==> config.mk <==
export PLATFORM = sky130hd
export DESIGN_NAME = symbol_cmd_buffer_flat
export DESIGN_NICKNAME = d
export VERILOG_FILES = /design/src/rtl/symbol_buf_pkg.sv /design/src/rtl/symbol_cmd_buffer_if.sv /design/src/rtl/symbol_slot_ram.sv /design/src/rtl/symbol_cmd_buffer.sv /design/src/flat_wrapper.sv
export SDC_FILE = /design/constraint.sdc
export NUM_CORES = 2
export LEC_CHECK = 0
export CORE_ASPECT_RATIO = 0.75
export CORE_MARGIN = 1
export CORE_UTILIZATION = 62
export DETAILED_ROUTE_END_ITERATION = 16
export PLACE_DENSITY = 0.8
export SETUP_SLACK_MARGIN = 0.2
export SLEW_MARGIN = 30
export SYNTH_ARGS = -nofsm -noshare
export SYNTH_HDL_FRONTEND = slang
export SYNTH_SLANG_ARGS = --single-unit
==> constraint.sdc <==
create_clock -name i_clk -period 3.1 [get_ports i_clk]
set_input_delay 0.465 -clock i_clk [delete_from_list [all_inputs] [get_ports i_clk]]
set_output_delay 0.465 -clock i_clk [all_outputs]
set_load 0.005 [all_outputs]
==> src/rtl/symbol_buf_pkg.sv <==
// Shared types for the symbol command buffer.
//   cmd_type_e  : command opcodes carried on cmd_type
//   pos_t       : one {y, x} position at the default coordinate width
//   state_e     : command FSM states
//   id_in_range : true when an 8-bit command ID addresses an existing slot
package symbol_buf_pkg;

    typedef enum logic [1:0] {
        CMD_PROG      = 2'd0,
        CMD_MOVE      = 2'd1,
        CMD_DELETE    = 2'd2,
        CMD_CLEAR_ALL = 2'd3
    } cmd_type_e;

    localparam int DEF_POS_BITS = 10;

    typedef struct packed {
        logic [DEF_POS_BITS-1:0] y;
        logic [DEF_POS_BITS-1:0] x;
    } pos_t;

    typedef enum logic {
        ST_IDLE  = 1'b0,
        ST_CLEAR = 1'b1
    } state_e;

    function automatic logic id_in_range(input logic [7:0] id, input int unsigned num_slots);
        return 32'(id) < num_slots;
    endfunction

endpackage

==> src/rtl/symbol_cmd_buffer_if.sv <==
// Command and read bus of the symbol command buffer.
//   master : parser/renderer side (drives cmd_* and rd_en/rd_id)
//   slave  : the buffer (drives cmd_ready and the rd_* results)
interface symbol_cmd_buffer_if
    import symbol_buf_pkg::*;
#(
    parameter int NUM_SYMBOLS = 16,
    parameter int ATTR_BITS   = 24,
    parameter int POS_BITS    = 10
);
    localparam int SYM_ID_BITS = $clog2(NUM_SYMBOLS);

    logic                   cmd_valid;
    logic                   cmd_ready;
    cmd_type_e              cmd_type;
    logic [7:0]             cmd_sym_id;
    logic [ATTR_BITS-1:0]   cmd_data;

    logic                   rd_en;
    logic [SYM_ID_BITS-1:0] rd_id;
    logic                   rd_data_valid;
    logic                   rd_present;
    logic [ATTR_BITS-1:0]   rd_attr;
    logic [2*POS_BITS-1:0]  rd_pos;

    modport master (
        output cmd_valid, cmd_type, cmd_sym_id, cmd_data, rd_en, rd_id,
        input  cmd_ready, rd_data_valid, rd_present, rd_attr, rd_pos
    );

    modport slave (
        input  cmd_valid, cmd_type, cmd_sym_id, cmd_data, rd_en, rd_id,
        output cmd_ready, rd_data_valid, rd_present, rd_attr, rd_pos
    );
endinterface

==> src/rtl/symbol_slot_ram.sv <==
// Per-slot attribute store: one write port, one registered read port.
// A same-cycle write and read of one address returns the old word.
//   clk, rst_n           : clock, asynchronous active-low reset
//   we, waddr, wdata     : write port
//   re, raddr, rdata     : read port, rdata updates one cycle after re
module symbol_slot_ram #(
    parameter  int DEPTH = 16,
    parameter  int WIDTH = 24,
    localparam int AW    = $clog2(DEPTH)
) (
    input  logic             clk,
    input  logic             rst_n,
    input  logic             we,
    input  logic [AW-1:0]    waddr,
    input  logic [WIDTH-1:0] wdata,
    input  logic             re,
    input  logic [AW-1:0]    raddr,
    output logic [WIDTH-1:0] rdata
);
    logic [WIDTH-1:0] mem [DEPTH];
    logic [WIDTH-1:0] rdata_q;

    // NOTE: the array sits under the async reset because every slot must read
    // back as zero straight out of reset; that rules out mapping it to a RAM macro.
    always_ff @(posedge clk or negedge rst_n) begin
        if (!rst_n) begin
            for (int i = 0; i < DEPTH; i++) mem[i] <= '0;
            rdata_q <= '0;
        end else begin
            if (we) mem[waddr] <= wdata;
            if (re) rdata_q <= mem[raddr];
        end
    end

    assign rdata = rdata_q;
endmodule

==> src/rtl/symbol_cmd_buffer.sv <==
// Per-symbol command store for the pong drawing pipeline.
// Accepts PROG/MOVE/DELETE/CLEAR_ALL over a valid/ready handshake; MOVE
// positions are staged and only become visible after a frame_commit pulse.
//   i_clk, n_btn_reset : clock, asynchronous active-low reset
//   bus (slave)        : command handshake and renderer read port
//   frame_commit       : frame-boundary pulse, copies pending -> committed
//   present_mask       : bitmap of programmed slots
//   err_id_range       : sticky, a command named a non-existent slot
//   err_unprog         : sticky, MOVE/DELETE named an unprogrammed slot
module symbol_cmd_buffer
    import symbol_buf_pkg::*;
#(
    parameter  int NUM_SYMBOLS = 16,
    parameter  int ATTR_BITS   = 24,
    parameter  int POS_BITS    = 10,
    localparam int SYM_ID_BITS = $clog2(NUM_SYMBOLS)
) (
    input  logic                   i_clk,
    input  logic                   n_btn_reset,
    symbol_cmd_buffer_if.slave     bus,
    input  logic                   frame_commit,
    output logic [NUM_SYMBOLS-1:0] present_mask,
    output logic                   err_id_range,
    output logic                   err_unprog
);
    localparam int POS_W = 2 * POS_BITS;
    localparam logic [SYM_ID_BITS-1:0] LAST_IDX = SYM_ID_BITS'(NUM_SYMBOLS - 1);

    logic [NUM_SYMBOLS-1:0] present_q, present_d;
    logic [POS_W-1:0]       pending_q [NUM_SYMBOLS];
    logic [POS_W-1:0]       pending_d [NUM_SYMBOLS];
    logic [POS_W-1:0]       pos_q     [NUM_SYMBOLS];
    logic [POS_W-1:0]       pos_d     [NUM_SYMBOLS];
    logic                   err_id_range_q, err_id_range_d;
    logic                   err_unprog_q, err_unprog_d;

    state_e                 state_q;
    logic [SYM_ID_BITS-1:0] clr_idx_q;
    logic                   cmd_ready_q;

    logic                   rd_data_valid_q, rd_present_q;
    logic [POS_W-1:0]       rd_pos_q;

    logic                   ram_we;
    logic [SYM_ID_BITS-1:0] ram_waddr;
    logic [ATTR_BITS-1:0]   ram_wdata;

    logic                   cmd_fire;
    logic                   id_ok;
    logic [SYM_ID_BITS-1:0] cmd_idx;

    assign cmd_fire = bus.cmd_valid && cmd_ready_q;
    assign id_ok    = id_in_range(bus.cmd_sym_id, NUM_SYMBOLS);
    assign cmd_idx  = bus.cmd_sym_id[SYM_ID_BITS-1:0];

    // NOTE: every output of this block gets a default before any branch,
    // so no path can leave a value unassigned and infer a latch.
    always_comb begin
        present_d      = present_q;
        pending_d      = pending_q;
        pos_d          = pos_q;
        err_id_range_d = err_id_range_q;
        err_unprog_d   = err_unprog_q;
        ram_we         = 1'b0;
        ram_waddr      = cmd_idx;
        ram_wdata      = bus.cmd_data;

        if (state_q == ST_CLEAR) begin
            present_d[clr_idx_q] = 1'b0;
            pending_d[clr_idx_q] = '0;
            pos_d[clr_idx_q]     = '0;
            ram_we               = 1'b1;
            ram_waddr            = clr_idx_q;
            ram_wdata            = '0;
        end else begin
            // Commit first from pre-cycle state; a same-cycle command then
            // overrides its own slot, so a MOVE waits for the next commit.
            if (frame_commit) begin
                for (int i = 0; i < NUM_SYMBOLS; i++) begin
                    if (present_q[i]) pos_d[i] = pending_q[i];
                end
            end

            if (cmd_fire) begin
                unique case (bus.cmd_type)
                    CMD_PROG: begin
                        if (!id_ok) begin
                            err_id_range_d = 1'b1;
                        end else begin
                            ram_we             = 1'b1;
                            present_d[cmd_idx] = 1'b1;
                            pending_d[cmd_idx] = '0;
                            pos_d[cmd_idx]     = '0;
                        end
                    end
                    CMD_MOVE: begin
                        if (!id_ok)                  err_id_range_d = 1'b1;
                        else if (!present_q[cmd_idx]) err_unprog_d   = 1'b1;
                        else pending_d[cmd_idx] = bus.cmd_data[POS_W-1:0];
                    end
                    CMD_DELETE: begin
                        if (!id_ok)                  err_id_range_d = 1'b1;
                        else if (!present_q[cmd_idx]) err_unprog_d   = 1'b1;
                        else present_d[cmd_idx] = 1'b0;
                    end
                    CMD_CLEAR_ALL: ;
                    default: ;
                endcase
            end
        end
    end

    // NOTE: sequential state uses non-blocking assignments so every flop
    // samples its pre-edge inputs regardless of block evaluation order.
    always_ff @(posedge i_clk or negedge n_btn_reset) begin
        if (!n_btn_reset) begin
            present_q      <= '0;
            err_id_range_q <= 1'b0;
            err_unprog_q   <= 1'b0;
            for (int i = 0; i < NUM_SYMBOLS; i++) begin
                pending_q[i] <= '0;
                pos_q[i]     <= '0;
            end
        end else begin
            present_q      <= present_d;
            pending_q      <= pending_d;
            pos_q          <= pos_d;
            err_id_range_q <= err_id_range_d;
            err_unprog_q   <= err_unprog_d;
        end
    end

    // Command FSM; cmd_ready is a registered output that drops for the
    // whole sweep, one slot cleared per cycle.
    always_ff @(posedge i_clk or negedge n_btn_reset) begin
        if (!n_btn_reset) begin
            state_q     <= ST_IDLE;
            clr_idx_q   <= '0;
            cmd_ready_q <= 1'b1;
        end else begin
            unique case (state_q)
                ST_IDLE: begin
                    if (cmd_fire && bus.cmd_type == CMD_CLEAR_ALL) begin
                        state_q     <= ST_CLEAR;
                        clr_idx_q   <= '0;
                        cmd_ready_q <= 1'b0;
                    end
                end
                ST_CLEAR: begin
                    if (clr_idx_q == LAST_IDX) begin
                        state_q     <= ST_IDLE;
                        cmd_ready_q <= 1'b1;
                    end else begin
                        clr_idx_q <= clr_idx_q + SYM_ID_BITS'(1);
                    end
                end
                default: state_q <= ST_IDLE;
            endcase
        end
    end

    // Read port: samples state before this edge's writes land.
    always_ff @(posedge i_clk or negedge n_btn_reset) begin
        if (!n_btn_reset) begin
            rd_data_valid_q <= 1'b0;
            rd_present_q    <= 1'b0;
            rd_pos_q        <= '0;
        end else begin
            rd_data_valid_q <= bus.rd_en;
            if (bus.rd_en) begin
                rd_present_q <= present_q[bus.rd_id];
                rd_pos_q     <= pos_q[bus.rd_id];
            end
        end
    end

    symbol_slot_ram #(
        .DEPTH (NUM_SYMBOLS),
        .WIDTH (ATTR_BITS)
    ) u_attr_ram (
        .clk   (i_clk),
        .rst_n (n_btn_reset),
        .we    (ram_we),
        .waddr (ram_waddr),
        .wdata (ram_wdata),
        .re    (bus.rd_en),
        .raddr (bus.rd_id),
        .rdata (bus.rd_attr)
    );

    assign bus.cmd_ready     = cmd_ready_q;
    assign bus.rd_data_valid = rd_data_valid_q;
    assign bus.rd_present    = rd_present_q;
    assign bus.rd_pos        = rd_pos_q;
    assign present_mask      = present_q;
    assign err_id_range      = err_id_range_q;
    assign err_unprog        = err_unprog_q;
endmodule

==> src/flat_wrapper.sv <==
// flat-port wrapper written by rule: the top's interface ports become plain ports
module symbol_cmd_buffer_flat import symbol_buf_pkg::*;
#(
    parameter  int NUM_SYMBOLS = 16,
    parameter  int ATTR_BITS   = 24,
    parameter  int POS_BITS    = 10,
    localparam int SYM_ID_BITS = $clog2(NUM_SYMBOLS)
)
  (i_clk, n_btn_reset, frame_commit, present_mask, err_id_range, err_unprog, bus_cmd_valid, bus_cmd_type, bus_cmd_sym_id, bus_cmd_data, bus_rd_en, bus_rd_id, bus_cmd_ready, bus_rd_data_valid, bus_rd_present, bus_rd_attr, bus_rd_pos);
  symbol_cmd_buffer_if #(.NUM_SYMBOLS(NUM_SYMBOLS), .ATTR_BITS(ATTR_BITS), .POS_BITS(POS_BITS)) bus_i ();
  input  logic i_clk;
  input  logic n_btn_reset;
  input  logic frame_commit;
  output logic [NUM_SYMBOLS-1:0] present_mask;
  output logic err_id_range;
  output logic err_unprog;
  input wire logic [$bits(bus_i.cmd_valid)-1:0] bus_cmd_valid;
  input wire logic [$bits(bus_i.cmd_type)-1:0] bus_cmd_type;
  input wire logic [$bits(bus_i.cmd_sym_id)-1:0] bus_cmd_sym_id;
  input wire logic [$bits(bus_i.cmd_data)-1:0] bus_cmd_data;
  input wire logic [$bits(bus_i.rd_en)-1:0] bus_rd_en;
  input wire logic [$bits(bus_i.rd_id)-1:0] bus_rd_id;
  output wire logic [$bits(bus_i.cmd_ready)-1:0] bus_cmd_ready;
  output wire logic [$bits(bus_i.rd_data_valid)-1:0] bus_rd_data_valid;
  output wire logic [$bits(bus_i.rd_present)-1:0] bus_rd_present;
  output wire logic [$bits(bus_i.rd_attr)-1:0] bus_rd_attr;
  output wire logic [$bits(bus_i.rd_pos)-1:0] bus_rd_pos;
  assign bus_i.cmd_valid = bus_cmd_valid;
  assign bus_i.cmd_type = bus_cmd_type;
  assign bus_i.cmd_sym_id = bus_cmd_sym_id;
  assign bus_i.cmd_data = bus_cmd_data;
  assign bus_i.rd_en = bus_rd_en;
  assign bus_i.rd_id = bus_rd_id;
  assign bus_cmd_ready = bus_i.cmd_ready;
  assign bus_rd_data_valid = bus_i.rd_data_valid;
  assign bus_rd_present = bus_i.rd_present;
  assign bus_rd_attr = bus_i.rd_attr;
  assign bus_rd_pos = bus_i.rd_pos;
  symbol_cmd_buffer #(.NUM_SYMBOLS(NUM_SYMBOLS), .ATTR_BITS(ATTR_BITS), .POS_BITS(POS_BITS)) u_core (.i_clk(i_clk), .n_btn_reset(n_btn_reset), .bus(bus_i), .frame_commit(frame_commit), .present_mask(present_mask), .err_id_range(err_id_range), .err_unprog(err_unprog));
endmodule
# == Word-level counts from Yosys, hierarchy flattened ==
# Cells that the tools add are included.
# Widths: inputs -> output; s select.
# op_classes
muxes,71
magnitude_cmp,13
n_addsub,1
bitwise_logic,18
n_eq_ne,12
n_reduce_logical,19
# op_table
operator,n
$mux 320,11
$and 320x320->320,4
$not 320->320,2
$pmux 320 s2,1
$mux 20,20
$bwmux 384,1
$bwmux 320,1
$demux 20 s4,2
$bmux 24 s4,1
$demux 24 s4,1
$mux 24,4
$bmux 20 s4,1
$mux 16,5
$and 16x16->16,2
$not 16->16,2
$pmux 16 s2,1
$ge 5x5->1 const B,4
$not 4->5,4
$or 16x16->16,1
$lt 4x5->1 const B,3
$lt 5x1->1 const B,3
$ne 3x1->1 const B,5
$reduce_and 5->1,3
$mux 1,12
other kinds (22),40
# totals
ff_bits,1094
in_bits,43

# == Depth between registers and ports, before layout ==
# logic_depth
depth_word,11
mapped_depth,10

# == By module ==
# Synthesis repeated with hierarchy kept, for this count alone.
# unflattened
hier_cells,3288
area_unflattened_um2,47742.0
# modules_own_cells
mod,instances,cells_each,seq_area_each_um2,area_per_inst_um2
symbol_cmd_buffer,1,2179,17167.7,29398.2
symbol_slot_ram,1,1109,10209.8,18343.8

# == Worst setup path after synthesis ==
# OpenSTA, ideal clock, no wires.
# synth_timing
kind,input port to flip-flop
from,in bus_rd_id[0]
to,"reg u_core.u_attr_ram.rdata_q[0], in the netlist u_core.u_attr_ram.rdata[0]"
path_slack_ns,0.478
arrival_time_ns,2.497
cell_stages,5
cell_sequence,clkbuf_1 clkbuf_1 mux4_2 mux4_2 mux2_2
# synth_between
elab_chain_cells,4
# synth_rtl
element,line,rtl
start: declaration,flat_wrapper.sv:22,input wire logic [$bits(bus_i.rd_id)-1:0] bus_rd_id;
$not 4->5 (implied by the code),symbol_slot_ram.sv:31,if (re) rdata_q <= mem[raddr];
$bmux 24 s4,symbol_slot_ram.sv:31,
$mux 24 (implied by the code) (2 in a row),symbol_slot_ram.sv:31,
end signal: assignment,symbol_slot_ram.sv:31,
end: declaration,symbol_slot_ram.sv:21,logic [WIDTH-1:0] rdata_q;
# No other way between the ends. The select of a mux whose other input is x is not followed.
# A chain may end at the register's enable or synchronous reset.

# == Worst setup path in the final report ==
# layout_timing
from,reg u_core.state_q
to,reg u_core.pending_q[109] (netlist name)
# layout_between
elab_chain_cells,2
elab_cells_between_ends,7
cone_classes,eq/ne: 3; mux: 1; reduce/logical: 3
# layout_rtl
element,line,rtl
start: declaration,symbol_cmd_buffer.sv:37,state_e state_q;
start signal: assignment,symbol_cmd_buffer.sv:137,state_q <= ST_IDLE;
start signal: assignment,symbol_cmd_buffer.sv:144,state_q <= ST_CLEAR;
start signal: assignment,symbol_cmd_buffer.sv:151,state_q <= ST_IDLE;
"$ne 3x1->1 (no source line), or another cell as far along",-,
$reduce_and 5->1 (no source line),-,
end signal: assignment,symbol_cmd_buffer.sv:126,pending_q <= pending_d;
end: declaration,symbol_cmd_buffer.sv:30,logic [POS_W-1:0] pending_q [NUM_SYMBOLS];
# Several ways; a longest one is shown, not always the timed one.

==> results by group <==
CTS
  • H-tree level count: 3
  • Clock latency on the worst-skew pair: 0.69 ns
  • Post-CTS sizing: 0
  • CTS Sinks: 1,094
  • Clock Path Buffers: 3
  • Num CTS Buffers: 99
  • Clk root buf: clkbuf_16
  • Clk slew on worst S/H paths: 0.07 ns
  • CTS tree: built

Finish
  • Layout cells sized above 1: 20.3%
  • Register area: 27,400 um2
  • Fill cells: 4,319
  • Area Overhead vs Synth: 17.7%
  • Fin nets: 3,973
  • Most common cell after layout, fill and taps aside: dfrtp_1
  • Multi-input logic area: 17,200 um2
  • Most frequent cells in the layout: dfrtp_1, nand2_1, o21ai_0
  • Util after Layout: 74.2%

STA
  • Final period utilization: 90.0%
  • Final Max Slew Viols: 0
  • Min Hold Slack: 0.203 ns
  • Min Clock Period, post-route: 2.79 ns
  • # setup viols final: 0
  • Rel. slew slack: 35.8%
  • Slew @ Worst Pin: 0.961 ns
  • Fmax: 0.358 GHz
  • Unrepaired setup endpoints after global routing: false
  • Fin Clk Skew: 0.0291 ns
  • Fin. Hold Viols: 0
  • Final WS setup: 0.309 ns

Synth
  • FFs w/ async S/R, synth: 100%
  • Avg Cell Area, Syn: 12.3 um2
  • Synth Net Count: 3,820
  • Main synth FF type: dfrtp_1
  • Sequential share of the synthesized area: 58.8%
  • Synth unique cells: 64
  • EDFF count, synth: 0
  • Yosys warning count: 0
  • Post-Synthesis Cells: 3,769
  • Mapped Area: 46,500 um2
  • Synth Register Bits: 1,094

Pwr
  • Tot Pwr: 45.8 mW
  • Power Density: 837 nW/um2
  • Leak pwr: 24.2 nW
  • VDD IR max: 0.000526 V

GRT
  • GRT Resource Usage Total: 40.5%
  • Grt met2 use: 58.1%
  • GRT Residual Overflow: 0
  • GR peak layer: met2
  • GR Layer Usage met1: 56.4%
  • Vias in the first global route: 36.5k
  • Met3 GRT Util: 14.7%
  • First-pass GRT wire length: 229,000 um
  • Antenna violations before repair: 7
  • Largest net degree at the start of global routing: 83

Detailed routing
  • 1st-pass router iterations: 6
  • Post-DRT Antenna Nets: 0
  • DRT iter0 DRCs: 5,331
  • Drt wl/cell: 30.5 um
  • Vias per cell: 7.29
  • Drt total wl: 152,000 um
  • # DRC: 0
  • Via count: 36.2k

Critical path
  • Max Fanout on Critical Path: 17
  • Arr. time, crit path: 3.29 ns
  • Slowest library cell on the worst path: a21boi_2
  • R2R depth: 6
  • Crit Path Class: flip-flop to flip-flop
  • Reg-to-Reg End: u_core.pending_q[109]$_DFFE_PN0P_
  • Critical Path Start Type: flip-flop
  • Crit path buffers/inverters: 2
  • R2R setup slack: 0.31 ns
  • Critical R2R Launch: u_core.state_q$_DFF_PN0_
  • CP delay by family, top: compound AO/OA/AOI/OAI gates
  • Max incr delay on CP: 0.65 ns
  • CP endpoint kind: flip-flop
  • Crit-path cells: inv_2 -> buf_4 -> a21oi_1 -> a211oi_1 -> a21boi_2 -> o32ai_1
  • WP data required: 3.60 ns

Placed design
  • IO buf count: 107
  • Gp weighted congestion: 1.01
  • Pre-CTS WS: -0.213 ns
  • Hpwl dp: 95,300 um

Floorplanning
  • Die area: 76,200 um2
  • Initial Util: 63.0%
  • Placeable Area: 73,800 um2
  • Die Span X: 318 um
  • Rows: 86
  • I/O pin count: 108
  • Die Ht: 239 um

Outcome
  • Status: complete, no violations

Worst hold path
  • Endpoint, Worst Hold: u_core.bus.rd_data_valid$_DFF_PN0_
  • Worst min-delay path category: input pin to flip-flop
  • Hold path start: bus_rd_en
  • Cells on Worst Hold Path: 1

Flow run
  • Max cap viols: 0
==> per-stage QoR <==
| stage | instances | instance area, um2 | TNS (ns) |
|---|---|---|---|
| global route | 4970 | 54800 | 0 |
| detailed placement | 4788 | 51200 | -11.08 |
| finish | 4972 | 54800 | 0 |
| global placement | 4788 | 51200 | -3.84 |
| floorplan | 3769 | 46500 | 0 |
| CTS | 4970 | 54800 | 0 |
==> power by group <==
group          internal [mW]  switching, mW
Combinational           5.29           8.60
Sequential              16.9           1.83
Clock                   7.60           5.66
==> worst max-delay path by stage <==
| stage | start | to | slack, ns | depth (start not counted) |
|---|---|---|---|---|
| 2_1_floorplan | bus_rd_id[0] | u_core.u_attr_ram.rdata[0]$_DFFE_PN0P_ | 0.48 | 5 |
| 3_3_place_gp | bus_cmd_type[0] | u_core.pending_q[224]$_DFFE_PN0P_ | -0.11 | 8 |
| 3_5_place_dp | bus_cmd_type[0] | u_core.pending_q[225]$_DFFE_PN0P_ | -0.21 | 8 |
| 4_1_cts | u_core.state_q$_DFF_PN0_ | u_core.pending_q[109]$_DFFE_PN0P_ | 0.44 | 6 |
| 5_1_grt | u_core.clr_idx_q[3]$_DFFE_PN0P_ | u_core.pending_q[109]$_DFFE_PN0P_ | 0.21 | 5 |
| 6_report | u_core.state_q$_DFF_PN0_ | u_core.pending_q[109]$_DFFE_PN0P_ | 0.31 | 6 |
==> timing repair <==
action,CTS,global route
hold buffers,1,0
buffers inserted,0,0
endpoints found under the hold margin,51,0
==> cell families (layout without fill, tap and decap cells) <==
logic type                 count (synthesis)  count (layout)  share of synthesized area [%]
buffers and inverters                    538             771                           4.51
DFF                                     1094            1094                           58.8
other                                      0               2                              0
adders and majority gates                  8               8                          0.215
AOI/OAI and AO/OA                       1212            1212                           18.4
xor gates and xnor gates                   1               1                         0.0188
muxes                                    287             287                           12.4
and+or+nand+nor                          629             629                           5.67
==> registers in the layout, indices dropped and copies added (netlist names), named ones only <==
name                      cells
u_core.u_attr_ram.mem       384
u_core.pending_q            320
u_core.pos_q                320
u_core.u_attr_ram.rdata      24
u_core.bus.rd_pos            20
u_core.clr_idx_q              4
u_core.bus.cmd_ready          1
u_core.bus.rd_data_valid      1
u_core.bus.rd_present         1
u_core.err_id_range           1
u_core.err_unprog             1
u_core.state_q                1
==> area by class of cell <==
type / instances / area share (%)
sequential: 1094 / 50.0
multi-input combinational: 2137 / 31.5
timing repair buffer: 385 / 8.51
clock buffer: 132 / 5.22
tap: 968 / 2.21
inverter: 205 / 1.40
clock inverter: 49 / 1.20
antenna: 2 / 0.00914
==> metal layers <==
metal / up-vias / routed length, um
li1: 14200 / -
met1: 18300 / 56000
met2: 3127 / 65900
met3: 566 / 22700
met4: 10 / 7150
met5: - / 71
==> synthesized netlist by cell type, types with 47 or more instances <==
master	number	area share (%)
buf_2	53	0.57
o22ai_1	120	1.6
clkbuf_1	249	2.0
a22o_1	321	6.0
o21ai_0	431	4.6
dfrtp_1	1093	59
mux2_2	47	1.1
inv_1	205	1.7
o2bb2ai_1	113	2.1
o32ai_1	76	1.4
nand2_1	493	4.0
mux4_2	226	11
(Power assumes the default switching activity.)
